File: src/rtl/seg7_pkg.sv
// Shared constants, state encoding and the hex font for the seven-segment scanner.
package seg7_pkg;

    localparam logic [6:0] SEG_OFF = 7'b1111111;

    typedef enum logic {
        BLANK = 1'b0,
        SHOW  = 1'b1
    } state_t;

    // Active-low {g,f,e,d,c,b,a} pattern for one hex digit.
    function automatic logic [6:0] hex_font(input logic [3:0] nibble);
        logic [6:0] pat;
        pat = SEG_OFF;
        case (nibble)
            4'h0: pat = 7'b1000000;
            4'h1: pat = 7'b1111001;
            4'h2: pat = 7'b0100100;
            4'h3: pat = 7'b0110000;
            4'h4: pat = 7'b0011001;
            4'h5: pat = 7'b0010010;
            4'h6: pat = 7'b0000010;
            4'h7: pat = 7'b1111000;
            4'h8: pat = 7'b0000000;
            4'h9: pat = 7'b0010000;
            4'hA: pat = 7'b0001000;
            4'hB: pat = 7'b0000011;
            4'hC: pat = 7'b1000110;
            4'hD: pat = 7'b0100001;
            4'hE: pat = 7'b0000110;
            4'hF: pat = 7'b0001110;
            default: pat = SEG_OFF;
        endcase
        return pat;
    endfunction

endpackage

File: src/rtl/hex_to_seg7.sv
// Combinational nibble-to-segment decoder.
module hex_to_seg7
    import seg7_pkg::*;
(
    input  logic [3:0] nibble,
    output logic [6:0] seg
);

    assign seg = hex_font(nibble);

endmodule

File: src/rtl/seg7_scan_driver.sv
// Time-multiplexed common-anode seven-segment scanner with dead time between
// digits and frame-synchronous update of the displayed value.
module seg7_scan_driver
    import seg7_pkg::*;
#(
    parameter int NDIG = 4,
    parameter int DIV  = 50000,
    parameter int DEAD = 4
) (
    input  logic              clk,
    input  logic              rst_n,
    input  logic              load,
    input  logic [4*NDIG-1:0] data_in,
    input  logic [NDIG-1:0]   dp_in,
    input  logic              blank_lz,
    output logic [6:0]        seg,
    output logic              dp,
    output logic [NDIG-1:0]   an,
    output logic              buf_en_n,
    output logic              frame_start
);

    localparam int CW = (DIV > 1) ? $clog2(DIV) : 1;
    localparam int IW = (NDIG > 1) ? $clog2(NDIG) : 1;
    localparam logic [CW-1:0] CNT_LAST = CW'(DIV - 1);
    localparam logic [CW-1:0] CNT_DEAD = CW'(DEAD);
    localparam logic [IW-1:0] IDX_LAST = IW'(NDIG - 1);

    logic [CW-1:0]     cnt_q, cnt_d;
    logic [IW-1:0]     idx_q, idx_d;
    state_t            state_q, state_d;
    logic [4*NDIG-1:0] pend_data_q, pend_data_d;
    logic [NDIG-1:0]   pend_dp_q, pend_dp_d;
    logic [4*NDIG-1:0] shadow_data_q, shadow_data_d;
    logic [NDIG-1:0]   shadow_dp_q, shadow_dp_d;

    logic [6:0]        seg_q, seg_d;
    logic              dp_q, dp_d;
    logic [NDIG-1:0]   an_q, an_d;
    logic              buf_en_n_q, buf_en_n_d;
    logic              frame_start_q, frame_start_d;

    logic              cnt_wrap;
    logic              frame_edge;
    logic [3:0]        nib [NDIG];
    logic [NDIG:0]     zero_above;
    logic [3:0]        cur_nib;
    logic [6:0]        font_seg;
    logic              digit_blank;

    // zero_above[k] is set when nibble k and every higher nibble are zero.
    assign zero_above[NDIG] = 1'b1;
    genvar gi;
    generate
        for (gi = 0; gi < NDIG; gi++) begin : g_nib
            assign nib[gi]        = shadow_data_q[gi*4 +: 4];
            assign zero_above[gi] = zero_above[gi+1] && (nib[gi] == 4'h0);
        end
    endgenerate

    assign cur_nib     = nib[idx_q];
    assign digit_blank = blank_lz && (idx_q != '0) && zero_above[idx_q];

    hex_to_seg7 u_font (
        .nibble (cur_nib),
        .seg    (font_seg)
    );

    // Scan timing and state.
    always_comb begin
        cnt_wrap   = (cnt_q == CNT_LAST);
        frame_edge = cnt_wrap && (idx_q == IDX_LAST);
        cnt_d      = cnt_wrap ? '0 : cnt_q + 1'b1;
        idx_d      = idx_q;
        if (cnt_wrap) begin
            idx_d = (idx_q == IDX_LAST) ? '0 : idx_q + 1'b1;
        end

        state_d = state_q;
        case (state_q)
            BLANK:   if (cnt_d == CNT_DEAD) state_d = SHOW;
            SHOW:    if (cnt_wrap)          state_d = BLANK;
            default: state_d = BLANK;
        endcase
    end

    // Pending captures every load; shadow takes the pre-edge pending value at the frame boundary.
    always_comb begin
        pend_data_d   = pend_data_q;
        pend_dp_d     = pend_dp_q;
        shadow_data_d = shadow_data_q;
        shadow_dp_d   = shadow_dp_q;
        if (load) begin
            pend_data_d = data_in;
            pend_dp_d   = dp_in;
        end
        if (frame_edge) begin
            shadow_data_d = pend_data_q;
            shadow_dp_d   = pend_dp_q;
        end
    end

    // Output registers lag the scan state by one cycle, frame_start included.
    always_comb begin
        seg_d         = SEG_OFF;
        dp_d          = 1'b1;
        an_d          = '1;
        buf_en_n_d    = 1'b1;
        frame_start_d = (cnt_q == '0) && (idx_q == '0);
        if (state_q == SHOW) begin
            an_d       = ~(NDIG'(1) << idx_q);
            buf_en_n_d = 1'b0;
            seg_d      = digit_blank ? SEG_OFF : font_seg;
            dp_d       = ~shadow_dp_q[idx_q];
        end
    end

    always_ff @(posedge clk or negedge rst_n) begin
        if (!rst_n) begin
            cnt_q         <= '0;
            idx_q         <= '0;
            state_q       <= BLANK;
            pend_data_q   <= '0;
            pend_dp_q     <= '0;
            shadow_data_q <= '0;
            shadow_dp_q   <= '0;
            seg_q         <= SEG_OFF;
            dp_q          <= 1'b1;
            an_q          <= '1;
            buf_en_n_q    <= 1'b1;
            frame_start_q <= 1'b0;
        end else begin
            cnt_q         <= cnt_d;
            idx_q         <= idx_d;
            state_q       <= state_d;
            pend_data_q   <= pend_data_d;
            pend_dp_q     <= pend_dp_d;
            shadow_data_q <= shadow_data_d;
            shadow_dp_q   <= shadow_dp_d;
            seg_q         <= seg_d;
            dp_q          <= dp_d;
            an_q          <= an_d;
            buf_en_n_q    <= buf_en_n_d;
            frame_start_q <= frame_start_d;
        end
    end

    assign seg         = seg_q;
    assign dp          = dp_q;
    assign an          = an_q;
    assign buf_en_n    = buf_en_n_q;
    assign frame_start = frame_start_q;

endmodule

File: config.mk
export PLATFORM = sky130hd
export DESIGN_NAME = seg7_scan_driver
export DESIGN_NICKNAME = d
export VERILOG_FILES = /design/src/rtl/seg7_pkg.sv /design/src/rtl/hex_to_seg7.sv /design/src/rtl/seg7_scan_driver.sv
export SDC_FILE = /design/constraint.sdc
export NUM_CORES = 1
export LEC_CHECK = 0
export CORE_MARGIN = 2
export CORE_UTILIZATION = 45
export DETAILED_ROUTE_END_ITERATION = 8
export PLACE_DENSITY = 0.68
export SETUP_SLACK_MARGIN = 0.3
export SYNTH_ARGS = -nofsm -noshare
export SYNTH_HDL_FRONTEND = slang
export SYNTH_SLANG_ARGS = --single-unit
export TNS_END_PERCENT = 30
File: constraint.sdc
create_clock -name clk -period 2.2 [get_ports clk]
set_input_delay 0.44 -clock clk [delete_from_list [all_inputs] [get_ports clk]]
set_output_delay 0.44 -clock clk [all_outputs]
set_load 0.005 [all_outputs]
==> results of run 1 <==
-- flip-flops by register name (all words and copies together), names as in the netlist --
| name | cells |
|---|---|
| an | 4 |
| pend_data_q | 16 |
| idx_q | 2 |
| buf_en_n | 1 |
| dp | 1 |
| state_q | 1 |
| cnt_q | 16 |
| shadow_data_q | 16 |
| pend_dp_q | 4 |
| frame_start | 1 |
| seg | 7 |
| shadow_dp_q | 4 |
-- path summary, 6_finish.rpt --
path / startpoint / cells past startpoint / end
max: cnt_q[0] / 7 / state_q
min: rst_n / 1 / cnt_q[5]
max reg2reg: cnt_q[0] / 7 / state_q
min reg2reg: pend_dp_q[0] / 1 / shadow_dp_q[0]
max in group asynchronous: rst_n / 2 / seg[1]
min in group clk: pend_dp_q[0] / 1 / shadow_dp_q[0]
-- area by class of cell --
class	count	area share, %
clock buffer	14	3.863
clock inverter	2	0.7839
inverter	12	1.008
multi-input combinational	187	38.07
sequential	73	41.52
tap	102	2.856
timing repair buffer	57	11.90
-- logic make-up after synthesis --
| group | share of synthesized area [%] |
|---|---|
| adders and majority gates | 4.475 |
| muxes | 18.38 |
| and+or+nand+nor | 13.05 |
| xor gates and xnor gates | 3.856 |
| DFF | 50.71 |
| AOI/OAI and AO/OA | 4.854 |
| buffers and inverters | 4.681 |
-- worst max-delay path: cells and delay by family (launching register included) --
kind / cells / cell delay (ns)
AO/OA/AOI/OAI: 4 / 0.82
flip-flops: 1 / 0.44
adder cells (fa/ha/maj): 1 / 0.18
AND/OR/NAND/NOR: 1 / 0.16
buffers and inverters: 1 / 0.16
-- routing by layer --
| metal | GRT usage (%) | wire length, um | up-vias |
|---|---|---|---|
| met3 | 3.210 | 264 | 11 |
| met4 | 8.937 | 136 | 0 |
| li1 | - | - | 1125 |
| met1 | 23.02 | 3224 | 1151 |
| met5 | 0 | 0 | - |
| met2 | 24.76 | 3201 | 57 |
-- report_power, final --
| group | internal [mW] | switching, mW | leakage (nW) |
|---|---|---|---|
| registers | 1.38 | 0.0204 | 0.896 |
| logic | 0.0749 | 0.0453 | 0.948 |
| clock network | 0.617 | 0.469 | 0.107 |
| total | 2.07 | 0.535 | 1.95 |
-- cells in the final DEF (no fill, tap or decap), types with 11 or more instances in the layout --
| cell | Yosys | routed |
|---|---|---|
| buf_4 | 3 | 18 |
| mux2_2 | 20 | 20 |
| nand2_1 | 19 | 19 |
| dfstp_2 | 13 | 13 |
| clkdlybuf4s50_1 | 0 | 36 |
| nor2_1 | 20 | 18 |
| mux2_4 | 20 | 20 |
| ha_1 | 13 | 11 |
| clkbuf_8 | 0 | 12 |
| dfrtp_1 | 60 | 50 |
-- through the flow --
stage / setup slack [ns] / utilization, % / std cells
finish: 0.3427 / 57.54 / 447
global route: 0.2707 / 57.54 / 447
CTS: 0.2830 / 56.28 / 443
detailed placement: 0.1813 / 52.92 / 423
global placement: 0.1994 / 52.92 / 423
floorplan: 0.3301 / - / 288
-- timing repair --
| action | in CTS | in global routing |
|---|---|---|
| hold buffers | 0 | 0 |
| pin swaps | 0 | 1 |
| setup buffers | 4 | 4 |
| resized for setup | 6 | 22 |
| setup endpoints to repair | 26 | 28 |
==> metrics.txt, run 1 <==
CTS buffer count 9; Gate Count Post-Synth 288; multi-input logic area 0.001702 mm2; routed via count 2344; Slew HR 69.33%; top-level port count 38; CTS tree yes; CP endpoint kind flop; RSZ-0062 raised after global routing yes; clock skew 0.01427 ns; number of antenna diodes 0; largest net degree at the start of global routing 34; Slew @ Worst Pin 0.4600 ns; gr ovfl total 0; DIE WIDTH 93.88 um; half-perimeter wire length after placement 4759 um; run status complete, no violations; Synth top cells by count dfrtp_1 (60), mux2_2 (20), mux2_4 (20), nor2_1 (20), nand2_1 (19); H-tree depth 3; Core ar. 0.007767 mm2; antenna viol nets, final 0; Overall Power 2.606 mW; TNS Setup 0 ns; Critical Path Max Stage Delay 0.44 ns; Cell Area, Placed 0.004110 mm2; Final Hold Vio Count 0; Slew Viols, Final 0; Mapped Avg Cell Area 12.62 um2; Max stage delay cell, worst path dfrtp_2; Total GRT Usage 16.65%; min-delay worst type input pin to asynchronous set/reset pin; synthesized area 0.003635 mm2; sequential element share of the synthesized area 50.71%; vias in the first global route 2270; WHS 0.03193 ns; Initial DRC Count 60; nets 377; cells along the critical path ha_4 > and3_4 > buf_4 > o31a_2 > o22ai_1 > a32oi_1 > o32ai_2; CP Class flop to flop; Unique masters post-synth 50; crit path time final 1.857 ns; GPL Wtd Cong 0.8635; fin crit share 84.42%; drt total wl 6828 um; Req. time, crit path 2.45 ns; CTS root buffer clkbuf_8; Post-synth EDFFs 0; initial antenna violation count 0; setup violators final 0; ranking of synthesized cells by area dfrtp_1 (41%), dfstp_2 (9.4%), mux2_4 (8.3%); share of post-route cells with drive strength above 1 36.81%; data arrival time of the worst path 2.11 ns; Die Ht 93.88 um; via/cell ratio 5.244; post-synth top area share 41.31%; first-pass GRT wire length 11150 um; CP Launch Type flop; Syn-to-layout area delta 22.96%; clk buf depth 2; VDD IR max 0.3365 mV; Detailed Routing Iterations Pass 1 4; initial core utilization 46.79%; FMAX 0.5384 GHz; clk slew on worst S/H paths 0.08 ns; Post-synth ARST share 100.0%; yosys warns 0; PD cells 583.1 mW/mm2; Worst R2R Setup Slack 0.34 ns; syn nets 325; port buffer count 37; ys flop type dfrtp_1; clock sink total 73; Yosys top cell by area dfrtp_1; filler cell count 648; clk_lat worst skew 0.35 ns; die area 0.008813 mm2; count leader, synth dfrtp_1; Post-route DRC 0; Rows 32; routed wire length per instance 15.28 um; Static Leakage 1.950 nW; #FFs+latches synth 73; Reg area 0.001856 mm2; maxcap violations 0; worst-path maximum fanout 5; design area 0.004469 mm2
Note: power is estimated with default switching activity, not from simulation.
==> run 2: changes to the inputs <==
--- a/config.mk
+++ b/config.mk
@@ -8,7 +8,7 @@
 export CORE_MARGIN = 2
 export CORE_UTILIZATION = 45
 export DETAILED_ROUTE_END_ITERATION = 8
-export PLACE_DENSITY = 0.68
+export PLACE_DENSITY = 0.7
 export SETUP_SLACK_MARGIN = 0.3
 export SYNTH_ARGS = -nofsm -noshare
 export SYNTH_HDL_FRONTEND = slang
==> constraint.sdc (replaced) <==
create_clock -name clk -period 1.5 [get_ports clk]
set_input_delay 0.3 -clock clk [delete_from_list [all_inputs] [get_ports clk]]
set_output_delay 0.3 -clock clk [all_outputs]
set_load 0.005 [all_outputs]
==> run 2 against run 1 <==
Against the previous run: the flow now finishes with violations (setup timing); hold slack better by 0.45 ns; core utilization up 8.2 points; setup slack worse by 0.68 ns; non-clock buffer count up 62; clock power up 72%.
==> metrics.txt, run 2 (same netlist as run 1, synthesis figures left out) <==
Req. time, crit path 1.79 ns; Comb power frac 4.3%; share of post-route cells with drive strength above 1 51.23%; Reg area 0.001851 mm2; top flop regs cnt_q x16, pend_data_q x16, shadow_data_q x16; maxcap violations 0; switch share 20.95%; FF-to-FF End seg[0]; WHS 0.4852 ns; half-perimeter wire length after placement 5288 um; largest net degree at the start of global routing 74; clk_lat worst skew 0.35 ns; VDD IR max 0.4375 mV; Top Metal Used met4; Post-Place Worst Slack -0.4047 ns; commonest non-fill, non-tap cells in the layout buf_4 (70), dfrtp_1 (54), clkdlybuf4s50_1 (22), mux2_4 (20), mux2_2 (20); die area 0.008813 mm2; Post-route DRC 0; CTS tree yes; antenna viol nets, final 0; PD cells 802.4 mW/mm2; Psw 0.8585 mW; RSZ-0062 raised after global routing yes; CP Launch Type flop; crit path time final 1.836 ns; FMAX 0.5448 GHz; Internal 3.240 mW; setup violators final 38; Slew HR 73.80%; vias in the first global route 2776; sequential power share 50.1%; initial antenna violation count 0; via/cell ratio 5.178; violated checks setup timing; gr ovfl total 0; DIE WIDTH 93.88 um; routed wire length per instance 15.48 um; clk buf depth 2; number of antenna diodes 0; post-route setup slack -0.3356 ns; Initial DRC Count 88; RR Startpoint idx_q[0]; Die Ht 93.88 um; Static Leakage 2.354 nW; R2R cell count 7; commonest non-fill, non-tap cell in the layout buf_4; Detailed Routing Iterations Pass 1 4; CTS buffer count 9; nets 440; drt total wl 7894 um; H-tree depth 3; min-delay worst type input pin to asynchronous set/reset pin; Slew @ Worst Pin 0.3930 ns; Critical Path Source idx_q[0]; Worst R2R Setup Slack -0.34 ns; CP Class flop to flop; routed via count 2641; Slew Viols, Final 0; Overall Power 4.098 mW; CP endpoint kind flop; top-level port count 38; data arrival time of the worst path 2.13 ns; clock sink total 73; Core ar. 0.007767 mm2; first-pass GRT wire length 13180 um; run status finished, violations left; Met3 Wirelength 400 um; clock skew 0.01054 ns; fin crit share 122.4%; Metal-1 WL 3465 um; port buffer count 37; GPL Wtd Cong 0.8923; multi-input logic area 0.001804 mm2; clock power share 45.6%; worst-path maximum fanout 5; Final Hold Vio Count 0; CTS root buffer clkbuf_8; Total GRT Usage 19.43%; filler cell count 572; routed length on met2 3843 um; clk slew on worst S/H paths 0.08 ns; initial core utilization 46.79%; Rows 32; Syn-to-layout area delta 40.52%
run 2: changes by cell type in the layout (fill, tap and decap cells not counted), moves of 3 or more:
cell,change
buf_4,+52
clkdlybuf4s50_1,-14
buf_6,+13
buf_2,+7
ha_4,+5
dfrtp_1,+4
dfrtp_2,-4
ha_1,-4
buf_12,+3
clkbuf_8,-3
run 2: critical path, stage by stage (launching register included):
cell     delay, ns
dfrtp_2       0.45
mux4_2        0.64
inv_4         0.12
buf_6         0.10
ha_4          0.12
o22ai_2       0.05
a31o_2        0.22
nand2_1       0.07
run 2: how the worst max path moves through the flow:
stage              end  slack [ns]  depth (start not counted)
6_report        seg[0]       -0.34                          7
5_1_grt        state_q       -0.42                          5
4_1_cts        state_q       -0.29                          6
3_5_place_dp    seg[3]       -0.40                          6
3_3_place_gp    seg[3]       -0.37                          6
2_1_floorplan  state_q       -0.33                          7
run 2: final cells by class:
cell class | count | share of cell area (%)
clock buffer | 9 | 2.425
timing repair buffer | 119 | 20.24
tap | 102 | 2.499
sequential | 73 | 36.23
clock inverter | 7 | 2.303
inverter | 12 | 0.9799
multi-input combinational | 188 | 35.33
run 2: stage by stage:
step | setup TNS, ns | util [%] | instance area, um2 | instances
finish | -8.083 | 65.75 | 5107 | 510
global route | -11.40 | 65.75 | 5107 | 510
CTS | -7.554 | 63.98 | 4970 | 509
detailed placement | -10.48 | 59.81 | 4646 | 489
global placement | -8.611 | 59.81 | 4646 | 489
floorplan | -9.620 | - | 3659 | 288
run 2: per-layer routing:
| layer | up-vias | GRT usage [%] |
|---|---|---|
| li1 | 1253 | - |
| met1 | 1285 | 25.11 |
| met2 | 82 | 31.49 |
| met3 | 21 | 4.896 |
| met4 | 0 | 7.488 |
| met5 | - | 0 |
run 2: power groups by stage:
stage / sequential, mW / combinational [mW] / clock (mW)
final: 2.05 / 0.176 / 1.87
after global routing: 2.06 / 0.196 / 1.99
after CTS: 2.05 / 0.183 / 1.91
after detailed placement: 2.09 / 0.181 / 0
after global placement: 2.09 / 0.174 / 0
after floorplan: 2.08 / 0.0663 / 0
run 2: what timing repair did:
action	in CTS	in global routing
gates cloned	1	0
pin swaps	9	9
hold buffers	1	0
endpoints found under the setup margin	61	60
resized for setup	84	22
buffers inserted	2	1
endpoints found under the hold margin	60	0
==> run 3: changes to the inputs <==
--- a/config.mk
+++ b/config.mk
@@ -6,10 +6,11 @@
 export NUM_CORES = 1
 export LEC_CHECK = 0
 export CORE_MARGIN = 2
-export CORE_UTILIZATION = 45
+export CORE_UTILIZATION = 51
 export DETAILED_ROUTE_END_ITERATION = 8
-export PLACE_DENSITY = 0.7
+export PLACE_DENSITY = 0.78
 export SETUP_SLACK_MARGIN = 0.3
+export SLEW_MARGIN = 20
 export SYNTH_ARGS = -nofsm -noshare
 export SYNTH_HDL_FRONTEND = slang
 export SYNTH_SLANG_ARGS = --single-unit
==> run 3 against run 2 <==
Against the previous run: the run still ends with setup timing left; count of clock-buffer cells in the layout up 2; non-clock buffer count up 7; combinational power up 5%; critical path depth unchanged; via count up 2.2%; core utilization up 9.6 points; clock skew up 0.0019 ns; total power down 3.9%; setup slack worse by 0.0092 ns; largest power group unchanged.
==> metrics.txt, run 3 (same netlist as run 1, synthesis figures left out) <==
routed via count 2700; top flop regs cnt_q x16, pend_data_q x16, shadow_data_q x16; post-route setup slack -0.3448 ns; clock skew 0.01241 ns; Post-Layout Cell Count 510; nets 446; number of antenna diodes 0; half-perimeter wire length after placement 5762 um; routed length on met2 4484 um; cells along the critical path mux4_2 > inv_2 > buf_6 > ha_4 > o22ai_2 > a31o_2 > nand2_1; Total GRT Usage 23.22%; run status finished, violations left; violated checks setup timing; Max stage delay cell, worst path mux4_2; Syn-to-layout area delta 41.69%; Cell Area, Placed 0.004673 mm2; CP Launch Type flop; commonest non-fill, non-tap cells in the layout buf_4 (74), dfrtp_1 (54), clkdlybuf4s50_1 (22), mux2_4 (20), mux2_2 (20); min-delay worst type input pin to asynchronous set/reset pin; CP Class flop to flop; PD cells 764.6 mW/mm2; clk buf depth 2; drt total wl 8614 um; Post-route DRC 0; Inst Count DP 486; post-layout util 75.38%; CP endpoint kind flop; crit path time final 1.845 ns; setup violators final 40; Final Hold Vio Count 0; Initial DRC Count 112; clock sink total 73; Die Ht 88.42 um; top-level port count 38; Critical Path Max Stage Delay 0.60 ns; initial antenna violation count 0; die area 0.007818 mm2; CTS buffer count 9; vias in the first global route 2753; worst-path maximum fanout 5; CTS tree yes; DIE WIDTH 88.42 um; Top Metal Used met4; Buf/Inv on CP 2; Slew Viols, Final 0; FMAX 0.5421 GHz; Met3 Wirelength 464 um; GPL Wtd Cong 0.9491; VDD IR max 0.8292 mV; gr ovfl total 0; initial core utilization 53.21%; Core ar. 0.006832 mm2; Req. time, crit path 1.79 ns; data arrival time of the worst path 2.14 ns; antenna viol nets, final 0; Rows 30; Slew @ Worst Pin 0.3448 ns; share of post-route cells with drive strength above 1 54.35%; design area 0.005150 mm2; maxcap violations 0; largest net degree at the start of global routing 38; Metal-1 WL 3533 um; WP depth 7; CTS root buffer clkbuf_8; Static Leakage 2.370 nW; Slew HR 76.80%; Worst path top cell family by delay multiplexers; R2R cell count 7; Worst R2R Setup Slack -0.34 ns; fin crit share 123.0%; first-pass GRT wire length 13650 um; commonest non-fill, non-tap cell in the layout buf_4; routed wire length per instance 16.89 um; via/cell ratio 5.294; port buffer count 37; clk_lat worst skew 0.36 ns; Detailed Routing Iterations Pass 1 4; clk slew on worst S/H paths 0.08 ns; RSZ-0062 raised after global routing yes; H-tree depth 3; TNS Setup -10.52 ns
-- run 3: worst register-to-register path: cells and delay by family, from the launching register on --
kind	cells	cell delay, ns
AOI/OAI and AO/OA	2	0.29
adders and majority gates	1	0.14
and+or+nand+nor	1	0.06
DFF	1	0.44
buffers and inverters	2	0.26
muxes	1	0.60
-- run 3: worst paths after layout --
path                               from              to
hold / removal                    rst_n        cnt_q[7]
min in group clk           pend_dp_q[0]  shadow_dp_q[0]
max in group asynchronous         rst_n              dp
setup / recovery               idx_q[0]          seg[0]
setup reg to reg               idx_q[0]          seg[0]
hold reg to reg            pend_dp_q[0]  shadow_dp_q[0]
-- run 3: per-stage QoR --
step	hold slack (ns)	power (mW)	worst slack, ns
after floorplan	0.004409	2.145	-0.3313
after global placement	0.2216	2.266	-0.2902
after detailed placement	0.2234	2.279	-0.4055
after CTS	0.3857	3.949	-0.2956
after global routing	0.4065	4.068	-0.4241
final	0.3726	3.937	-0.3448
-- run 3: what timing repair did --
item,CTS,global route
endpoints found under the setup margin,61,59
endpoints found under the hold margin,10,0
gates resized for setup,97,22
hold buffers,1,0
pin swaps,10,9
buffers inserted,5,2
-- run 3: area by class of cell --
type	count	area, um2
Sequential cell	73	1851
Multi-Input combinational cell	187	1843
Fill cell	435	1682
Timing Repair Buffer	126	1076
Clock buffer	11	131.4
Tap cell	96	120.1
Clock inverter	5	81.33
Inverter	12	47.55
-- run 3: report_power, final --
group,internal [mW],switching (mW)
logic,0.115,0.0698
clock network,0.938,0.762
registers,2.02,0.0298
total,3.08,0.862
-- run 3: layer usage --
metal / global-route usage (%) / vias up
li1: - / 1259
met1: 30.35 / 1339
met2: 39.58 / 87
met3: 3.731 / 15
met4: 7.851 / 0
met5: 0 / -
